[config.mk]
export PLATFORM = sky130hd
export DESIGN_NAME = sopc_cpu_oci_trace_capture
export DESIGN_NICKNAME = d
export VERILOG_FILES = /design/src/rtl/sopc_cpu_oci_pkg.sv /design/src/rtl/sopc_cpu_oci_trace_fifo.sv /design/src/rtl/sopc_cpu_oci_trace_capture.sv
export SDC_FILE = /design/constraint.sdc
export NUM_CORES = 1
export LEC_CHECK = 0
export ABC_AREA = 1
export BUFFER_PORTS_ARGS = -buffer_cell sky130_fd_sc_hd__buf_4
export CAP_MARGIN = 20
export CORE_AREA = 2 2 158 276
export CTS_CLUSTER_SIZE = 40
export DETAILED_ROUTE_END_ITERATION = 8
export DIE_AREA = 0 0 160 278
export HOLD_SLACK_MARGIN = 0.12
export PLACE_DENSITY = 0.74
export SLEW_MARGIN = 20
export SYNTH_ARGS = -nofsm -noshare
export SYNTH_HDL_FRONTEND = slang
export SYNTH_SLANG_ARGS = --single-unit
[constraint.sdc]
create_clock -name clk -period 7.29 [get_ports clk]
set_clock_uncertainty 0.1 [all_clocks]
set_input_delay 1.8225 -clock clk [delete_from_list [all_inputs] [get_ports clk]]
set_output_delay 1.8225 -clock clk [all_outputs]
set_load 0.03 [all_outputs]
[src/rtl/sopc_cpu_oci_pkg.sv]
// sopc_cpu_oci_pkg: trace-capture state encoding and overflow counter helpers
package sopc_cpu_oci_pkg;

    typedef enum logic [1:0] {
        ST_IDLE    = 2'd0,
        ST_CAPTURE = 2'd1,
        ST_DRAIN   = 2'd2,
        ST_DONE    = 2'd3
    } trace_state_e;

    localparam int OVF_W = 16;

    function automatic logic [OVF_W-1:0] sat_inc(input logic [OVF_W-1:0] v);
        return (&v) ? v : v + 1'b1;
    endfunction

endpackage

[src/rtl/sopc_cpu_oci_trace_fifo.sv]
// sopc_cpu_oci_trace_fifo: circular trace buffer with stop-when-full or overwrite-oldest policy
module sopc_cpu_oci_trace_fifo #(
    parameter int W     = 34,
    parameter int DEPTH = 16,
    parameter int WRAP  = 0,
    localparam int AW   = $clog2(DEPTH)
) (
    input  logic         clk,
    input  logic         reset,
    input  logic         clr,
    input  logic         wr_en,
    input  logic [W-1:0] wr_data,
    input  logic         rd_en,
    output logic [W-1:0] rd_data,
    output logic [AW:0]  level,
    output logic         ovf
);

    logic [W-1:0]  mem [DEPTH];
    logic [AW-1:0] wptr, rptr;
    logic          full, pop, do_wr, adv_r;

    assign full    = level == (AW+1)'(DEPTH);
    assign pop     = rd_en && level != '0;
    assign do_wr   = wr_en && (!full || pop || WRAP != 0);
    assign adv_r   = pop || (wr_en && full && WRAP != 0);
    assign ovf     = wr_en && full && !pop;
    assign rd_data = (level != '0) ? mem[rptr] : '0;

    // Storage holds no reset; only slots below level are ever observed
    always_ff @(posedge clk)
        if (do_wr) mem[wptr] <= wr_data;

    // Pointers and occupancy; a full overwrite advances both pointers together
    always_ff @(posedge clk or posedge reset)
        if (reset) begin
            wptr  <= '0;
            rptr  <= '0;
            level <= '0;
        end else if (clr) begin
            wptr  <= '0;
            rptr  <= '0;
            level <= '0;
        end else begin
            if (do_wr) wptr <= wptr + 1'b1;
            if (adv_r) rptr <= rptr + 1'b1;
            level <= level + (AW+1)'(do_wr) - (AW+1)'(adv_r);
        end

endmodule

[src/rtl/sopc_cpu_oci_trace_capture.sv]
// sopc_cpu_oci_trace_capture: armed trace capture into a buffer with drain and done sequencing
module sopc_cpu_oci_trace_capture
    import sopc_cpu_oci_pkg::*;
#(
    parameter int DATA_W = 30,
    parameter int CNT_W  = 4,
    parameter int DEPTH  = 16,
    parameter int WRAP   = 0
) (
    input  logic                      clk,
    input  logic                      reset,
    input  logic [DATA_W-1:0]         dct_buffer,
    input  logic [CNT_W-1:0]          dct_count,
    input  logic                      arm,
    input  logic                      test_ending,
    input  logic                      test_has_ended,
    output logic [DATA_W+CNT_W-1:0]   rd_data,
    output logic                      rd_valid,
    input  logic                      rd_ready,
    output logic [$clog2(DEPTH):0]    level,
    output logic [OVF_W-1:0]          overflow_cnt,
    output logic [1:0]                state_o,
    output logic                      done
);

    trace_state_e state, state_nxt;
    logic         wr_en, pop, clr, ovf;

    assign rd_valid = level != '0 && (state == ST_CAPTURE || state == ST_DRAIN);
    assign wr_en    = state == ST_CAPTURE && dct_count != '0;
    assign pop      = rd_valid && rd_ready;
    assign state_o  = state;
    assign done     = state == ST_DONE;

    // State register
    always_ff @(posedge clk or posedge reset)
        if (reset) state <= ST_IDLE;
        else       state <= state_nxt;

    // Next state; test_has_ended overrides everything outside IDLE, re-arm from DONE clears the buffer
    always_comb begin
        state_nxt = state;
        clr       = 1'b0;
        case (state)
            ST_IDLE:    if (arm) state_nxt = ST_CAPTURE;
            ST_CAPTURE: state_nxt = test_has_ended ? ST_DONE : test_ending ? ST_DRAIN : ST_CAPTURE;
            ST_DRAIN:   if (test_has_ended || level == '0) state_nxt = ST_DONE;
            ST_DONE:    if (!test_has_ended && arm) begin
                            state_nxt = ST_CAPTURE;
                            clr       = 1'b1;
                        end
            default:    state_nxt = ST_IDLE;
        endcase
    end

    // Saturating count of dropped or overwritten words
    always_ff @(posedge clk or posedge reset)
        if (reset)    overflow_cnt <= '0;
        else if (clr) overflow_cnt <= '0;
        else if (ovf) overflow_cnt <= sat_inc(overflow_cnt);

    sopc_cpu_oci_trace_fifo #(
        .W     (DATA_W + CNT_W),
        .DEPTH (DEPTH),
        .WRAP  (WRAP)
    ) u_fifo (
        .clk     (clk),
        .reset   (reset),
        .clr     (clr),
        .wr_en   (wr_en),
        .wr_data ({dct_count, dct_buffer}),
        .rd_en   (pop),
        .rd_data (rd_data),
        .level   (level),
        .ovf     (ovf)
    );

endmodule

==> summary.txt, run 1 <==
Std cell rows: 100
Clock transition at path regs: 70 ps
Status: finished, final reports clean
Placed cell area: 25,100 sq um
Core Util, Final: 63.3%
Drt drc: 0
Fillers: 3,213
Commonest non-fill, non-tap cell in the layout: nand2_1
Internal: 6.71 mW
Pre-CTS setup slack: 2000 ps
Post-DRT Antenna Nets: 0
Net Count, Synth: 2,147
Worst setup startpoint: u_fifo.rptr[0]
PortBufs: 98
Vias per Instance: 5.89
Crit path capture: rd_data[30]
Post-Syn Instances: 2,091
First DRT Iteration DRCs: 1,679
Clock sinks: 575
Antenna diodes: 0
Height of the die: 278 um
NumNets Final: 2,207
Die ar.: 44,500 sq um
Global-route wire length before repair: 88.9 mm
Placed insts: 2,661
Worst r2r src: state_o[0]
Worst hold path stage count: 2
Syn avg cell area: 11.4 sq um
FF-to-FF path depth: 9
Area delta synth->final: 12.3%
TritonCTS Buffers: 49
Most frequent cells in the layout: nand2_1, edfxtp_1, nand3_1
Cts hold-fix bufs: 0
Asr flop ratio synth: 5.39%
Worst path arrival time: 4010 ps
Hold Fails Final Rpt: 0
Worst VDD drop: 0.000338 V
Post_cts resized: 0
Post-CTS Setup Inserts: 0
Critical Path RT: 5370 ps
Die W: 160 um
Setup slack, reg-to-reg: 3670 ps
Initial core utilization: 56.4%
Crit end category: primary output
Fin cells: 2,753
Capture point of the worst reg-to-reg path: u_fifo.mem[6][22]
Period utilization: 81.3%
Clock root cell: clkbuf_16
Top_reg_cell synth: edfxtp_1
Total routed wirelength: 58.5 mm
RSZ-0062 raised after global routing: false
Power share of the clock group: 24.8%
Min Tclk post-route: 5930 ps
Design area: 26,800 sq um
DR pass1 iterations: 6
Hold Crit Class: flop to flop
Sw frac: 38.6%
Max_cap viols: 0
Max-slew violations: 0
Core ar.: 42,300 sq um
Seq/Total Area, Yosys: 71.8%
Sequential Power Share: 38.5%
Total Routing Usage GR: 26.1%
Netlist Area Pre-Place: 23,800 sq um
Htree depth: 2
Crit path max fanout: 76
CTS tree: yes
Fmax: 169 MHz
Routability cong.: 0.831
Comb pwr share: 36.7%
Clock latency on the worst-skew pair: 560 ps
Share of layout cells above drive strength 1: 11.0%
Post-synth EDFFs: 544
Yosys warning total: 0
Clock buffer depth: 3
Largest net degree at the start of global routing: 158
HPWL Detailed: 29.7 mm
Crit start category: flop
Synth unique cells: 31
P_sw: 4.22 mW
Remaining Overflow, GRT: 0
Worst rel slew slack: 18.4%
Via count of the routed design: 16,200
Final setup margin: 1360 ps
Pwr Density: 408 nW/um^2
Synth Register Bits: 575
Worst setup path category: flop to primary output
Worst slew pin tran: 1220 ps
Setup_tns: 0 ps
Pleak: 9.95 nW
Initial antenna violation count: 0
WL/cell: 21.3 um
# setup viols final: 0
Top Ports: 99
Vias in the first global route: 16,200
[sequential cells by signal (all words and copies together), names as in the netlist]
name and count:
u_fifo.rptr 4, u_fifo.mem 544, u_fifo.level 5, overflow_cnt 16
state_o 2, u_fifo.wptr 4
[critical path, stage by stage (launching register included)]
cell,delay (ps)
dfrtp_4,1030
buf_4,570
buf_4,680
nand2_1,120
nand3_1,120
nand3_1,90
nand2_1,110
nand2_1,60
a21oi_1,360
buf_4,230
[synthesized netlist by cell type, types with 2 or more instances]
cell      count  area [sq um]
a21boi_0      2          15.0
a21oi_1      40           200
buf_1        14          52.6
buf_2        70           350
buf_6         2          22.5
clkbuf_1     34           128
clkinv_1      3          11.3
dfrtp_1      31           776
edfxtp_1    544         16300
ha_1         15           188
inv_1        31           116
inv_2         3          11.3
nand2_1     767          2880
nand2_2       3          18.8
nand3_1     431          2160
nand3_2       3          30.0
nand4_1       6          37.5
nor2_1       44           165
nor2_4        3          33.8
nor3_1        2          10.0
o21ai_0      15          75.1
o21ai_1       7          35.0
o21bai_1      4          30.0
xor2_1       10          87.6
[how the worst min path moves through the flow]
stage                               start         endpoint  slack (ps)
after floorplan            u_fifo.wptr[1]   u_fifo.wptr[1]         450
after global placement    overflow_cnt[1]  overflow_cnt[1]         470
after detailed placement  overflow_cnt[7]  overflow_cnt[7]         470
after CTS                 overflow_cnt[7]  overflow_cnt[7]         490
after global routing      overflow_cnt[6]  overflow_cnt[6]         530
final                     overflow_cnt[1]  overflow_cnt[1]         490
[layer usage]
layer / vias up / GRT usage (%) / share of wire (%) / wire length, um
met1: 7855 / 32.1 / 36 / 21300
met5: - / 0 / 0 / 0
met4: 0 / 12.5 / 4.2 / 2490
met2: 806 / 45.6 / 51 / 29900
met3: 162 / 3.73 / 8.3 / 4870
li1: 7384 / - / - / -
[area by class of cell]
type                       count  area, sq um  share of cell area, %
sequential                   575        17100                   64.0
clock inverter                33          363                   1.36
inverter                      37          151                  0.566
clock buffer                  59         1310                   4.88
timing repair buffer         129          968                   3.62
tap                          561          702                   2.62
multi-input combinational   1359         6160                   23.0
[power groups by stage]
stage	registers [mW]	clock network [mW]	logic, mW
after global placement	4.26	0	3.88
final	4.21	2.71	4.01
after floorplan	4.19	0	2.74
after global routing	4.24	2.85	4.38
after CTS	4.20	2.73	4.01
after detailed placement	4.27	0	3.98
[metrics by stage]
stage	power, mW	hold slack [ps]
CTS	10.9	494
detailed placement	8.26	473
global placement	8.14	467
floorplan	6.93	446
finish	10.9	489
global route	11.5	528
[logic make-up (layout without fill, tap and decap cells)]
group / Yosys count / after routing / synth area share (%)
buffers and inverters: 157 / 258 / 2.90
xor gates and xnor gates: 11 / 11 / 0.404
DFF: 575 / 575 / 71.8
adders and majority gates: 16 / 16 / 0.871
and+or+nand+nor: 1262 / 1262 / 22.5
AOI/OAI and AO/OA: 70 / 70 / 1.56
Power figures use the tool's default switching activity.
==> run 2: changes to the inputs <==
CORE_AREA = 2 2 159 278   (was 2 2 158 276)
DIE_AREA = 0 0 161 280   (was 0 0 160 278)
PLACE_DENSITY = 0.76   (was 0.74)
clock period = 5.2 ns   (was 7.29 ns; I/O delays follow)
==> run 2 against run 1 <==
Flip-flop and latch count stayed put. Via count is 0.43% higher. Utilization is 0.77 points lower. Clock-buffer cell count stayed put. Register-to-register slack worse by 2000 ps. Critical endpoint is now rd_data[0]. Global-route usage hardly changed. Clock power is 30% higher. Combinational power is 47% higher. Largest power group is now combinational cells. Worst setup slack worse by 890 ps. Highest routed layer unchanged. Routed wire length is 0.36% higher.
==> summary.txt, run 2 (synthesis results as in run 1) <==
Status: finished, final reports clean
Sw frac: 39.3% (+0.68 points)
DR pass1 iterations: 8 (+2)
PortBufs: 98 (unchanged)
NumNets Final: 2,217 (+0.45%)
Max-slew violations: 0 (unchanged)
Remaining Overflow, GRT: 0 (unchanged)
Vias per Instance: 5.89 (about the same)
Tot Pwr: 15.2 mW (+39%)
Commonest non-fill, non-tap cell in the layout: nand2_1
Htree depth: 2 (unchanged)
WL/cell: 21.2 um (about the same)
Worst setup path category: flop to primary output
Pleak: 9.98 nW (+0.34%)
Worst path arrival time: 3330 ps (-680 ps)
Via count of the routed design: 16,300 (+0.43%)
Critical Path RT: 3800 ps (-1570 ps)
Min Tclk post-route: 4730 ps
P_sw: 5.98 mW (+42%)
Area delta synth->final: 12.7%
Initial antenna violation count: 1 (+1)
Comb pwr share: 38.7% (+2.0 points)
Largest net degree at the start of global routing: 147 (-7.0%)
Area of the multi-input gates: 6150 sq um (-0.18%)
Placed insts: 2,678 (+0.64%)
Clock root cell: clkbuf_16
Clock sinks: 575 (unchanged)
Setup_tns: 0 ps (unchanged)
Post-CTS Setup Inserts: 0 (unchanged)
Clock buffer depth: 3 (unchanged)
Period utilization: 90.9%
Register area: 17,100 sq um (unchanged)
Post-DRT Antenna Nets: 0 (unchanged)
Internal: 9.24 mW (+38%)
HPWL Detailed: 33.1 mm (+11%)
Die ar.: 45,100 sq um (+1.3%)
Post_cts resized: 0 (unchanged)
Hold_sp: overflow_cnt[1]
Vias in the first global route: 16,400 (+1.3%)
Worst rel slew slack: 24.9% (+6.5 points)
Clock latency on the worst-skew pair: 570 ps (about the same)
Pre-CTS setup slack: 1080 ps (-925 ps)
Worst slew pin tran: 1120 ps (-103 ps)
Cts hold-fix bufs: 0 (unchanged)
Max_cap viols: 0 (unchanged)
CTS tree: yes
Drt drc: 0 (unchanged)
TritonCTS Buffers: 47 (-4.1%)
Final setup margin: 473 ps (-888 ps)
Fin cells: 2,765 (+0.44%)
Crit start category: flop
Max FFs per register: 544 (unchanged)
Sequential Power Share: 38.1% (-0.4 points)
Core ar.: 43,000 sq um (+1.6%)
Crit path max fanout: 67 (-12%)
Routability cong.: 0.855 (+2.9%)
Capture point of the worst reg-to-reg path: u_fifo.mem[0][26]
Total routed wirelength: 58.7 mm (+0.36%)
Hold Crit Class: flop to flop
Fillers: 3,226 (+0.40%)
Global-route wire length before repair: 90.2 mm (+1.4%)
RSZ-0062 raised after global routing: false
Share of layout cells above drive strength 1: 11.5% (+0.47 points)
Fmax: 212 MHz
Setup slack, reg-to-reg: 1670 ps (-2000 ps)
Worst hold path stage count: 2 (unchanged)
Clock transition at path regs: 70 ps (about the same)
FF-to-FF path depth: 9 (unchanged)
Std cell rows: 101 (+1.0%)
Core Util, Final: 62.5% (-0.77 points)
Height of the die: 280 um (+0.72%)
Die W: 161 um (+0.63%)
First DRT Iteration DRCs: 1,696 (+1.0%)
Crit end category: primary output
Top Ports: 99 (unchanged)
Reg with most FFs: u_fifo.mem
Worst VDD drop: 0.000484 V (+43%)
# setup viols final: 0 (unchanged)
Pwr Density: 567 nW/um^2 (+39%)
Hold Fails Final Rpt: 0 (unchanged)
Top Registers: u_fifo.mem (544), overflow_cnt (16), u_fifo.level (5)
Power share of the clock group: 23.2% (-1.6 points)
Most frequent cells in the layout: nand2_1, edfxtp_1, nand3_1
Hold Crit Endpoint: overflow_cnt[1]
Worst r2r src: state_o[0]
Initial core utilization: 55.5% (-0.89 points)
Total Routing Usage GR: 26.1% (about the same)
-- run 2: worst max-delay path by stage --
stage	start	to	slack (ps)
final	u_fifo.rptr[0]	rd_data[0]	470
after global routing	u_fifo.rptr[0]	rd_data[3]	300
after CTS	u_fifo.rptr[0]	rd_data[6]	480
after detailed placement	dct_count[0]	u_fifo.mem[0][26]	1080
after global placement	u_fifo.rptr[0]	rd_data[2]	1140
after floorplan	dct_count[3]	u_fifo.mem[7][0]	670
-- run 2: through the flow --
step,instance area [sq um],hold WS [ps]
floorplan,23800,446
global placement,25300,466
detailed placement,25300,479
CTS,26900,498
global route,26900,544
finish,26900,490
-- run 2: critical path, cell delays in order (launching register included) --
cell	delay [ps]
dfrtp_4	470
buf_4	570
buf_4	700
nand2_1	110
nand3_1	120
nand3_1	90
nand2_1	120
nand2_1	50
a21oi_1	240
buf_4	240
-- run 2: layer usage --
layer / track usage [%] / vias up / part of all wire [%]
li1: - / 7404 / -
met5: 0 / - / 0
met1: 30.4 / 7901 / 35
met2: 47.8 / 818 / 54
met3: 4.01 / 153 / 7.9
met4: 10.9 / 0 / 3.4
-- run 2: layout make-up --
type	count	area share [%]
antenna	1	0.00931
clock buffer	59	4.85
clock inverter	27	0.815
inverter	37	0.545
multi-input combinational	1359	22.9
sequential	575	63.7
tap	566	2.64
timing repair buffer	141	4.54
-- run 2: power by group through the flow --
stage | combinational, mW | clock, mW | sequential [mW]
2_1_floorplan | 3.84 | 0 | 5.87
6_report | 5.89 | 3.53 | 5.80
4_1_cts | 5.90 | 3.56 | 5.79
3_3_place_gp | 5.71 | 0 | 5.87
3_5_place_dp | 5.85 | 0 | 5.89
5_1_grt | 6.43 | 3.72 | 5.83
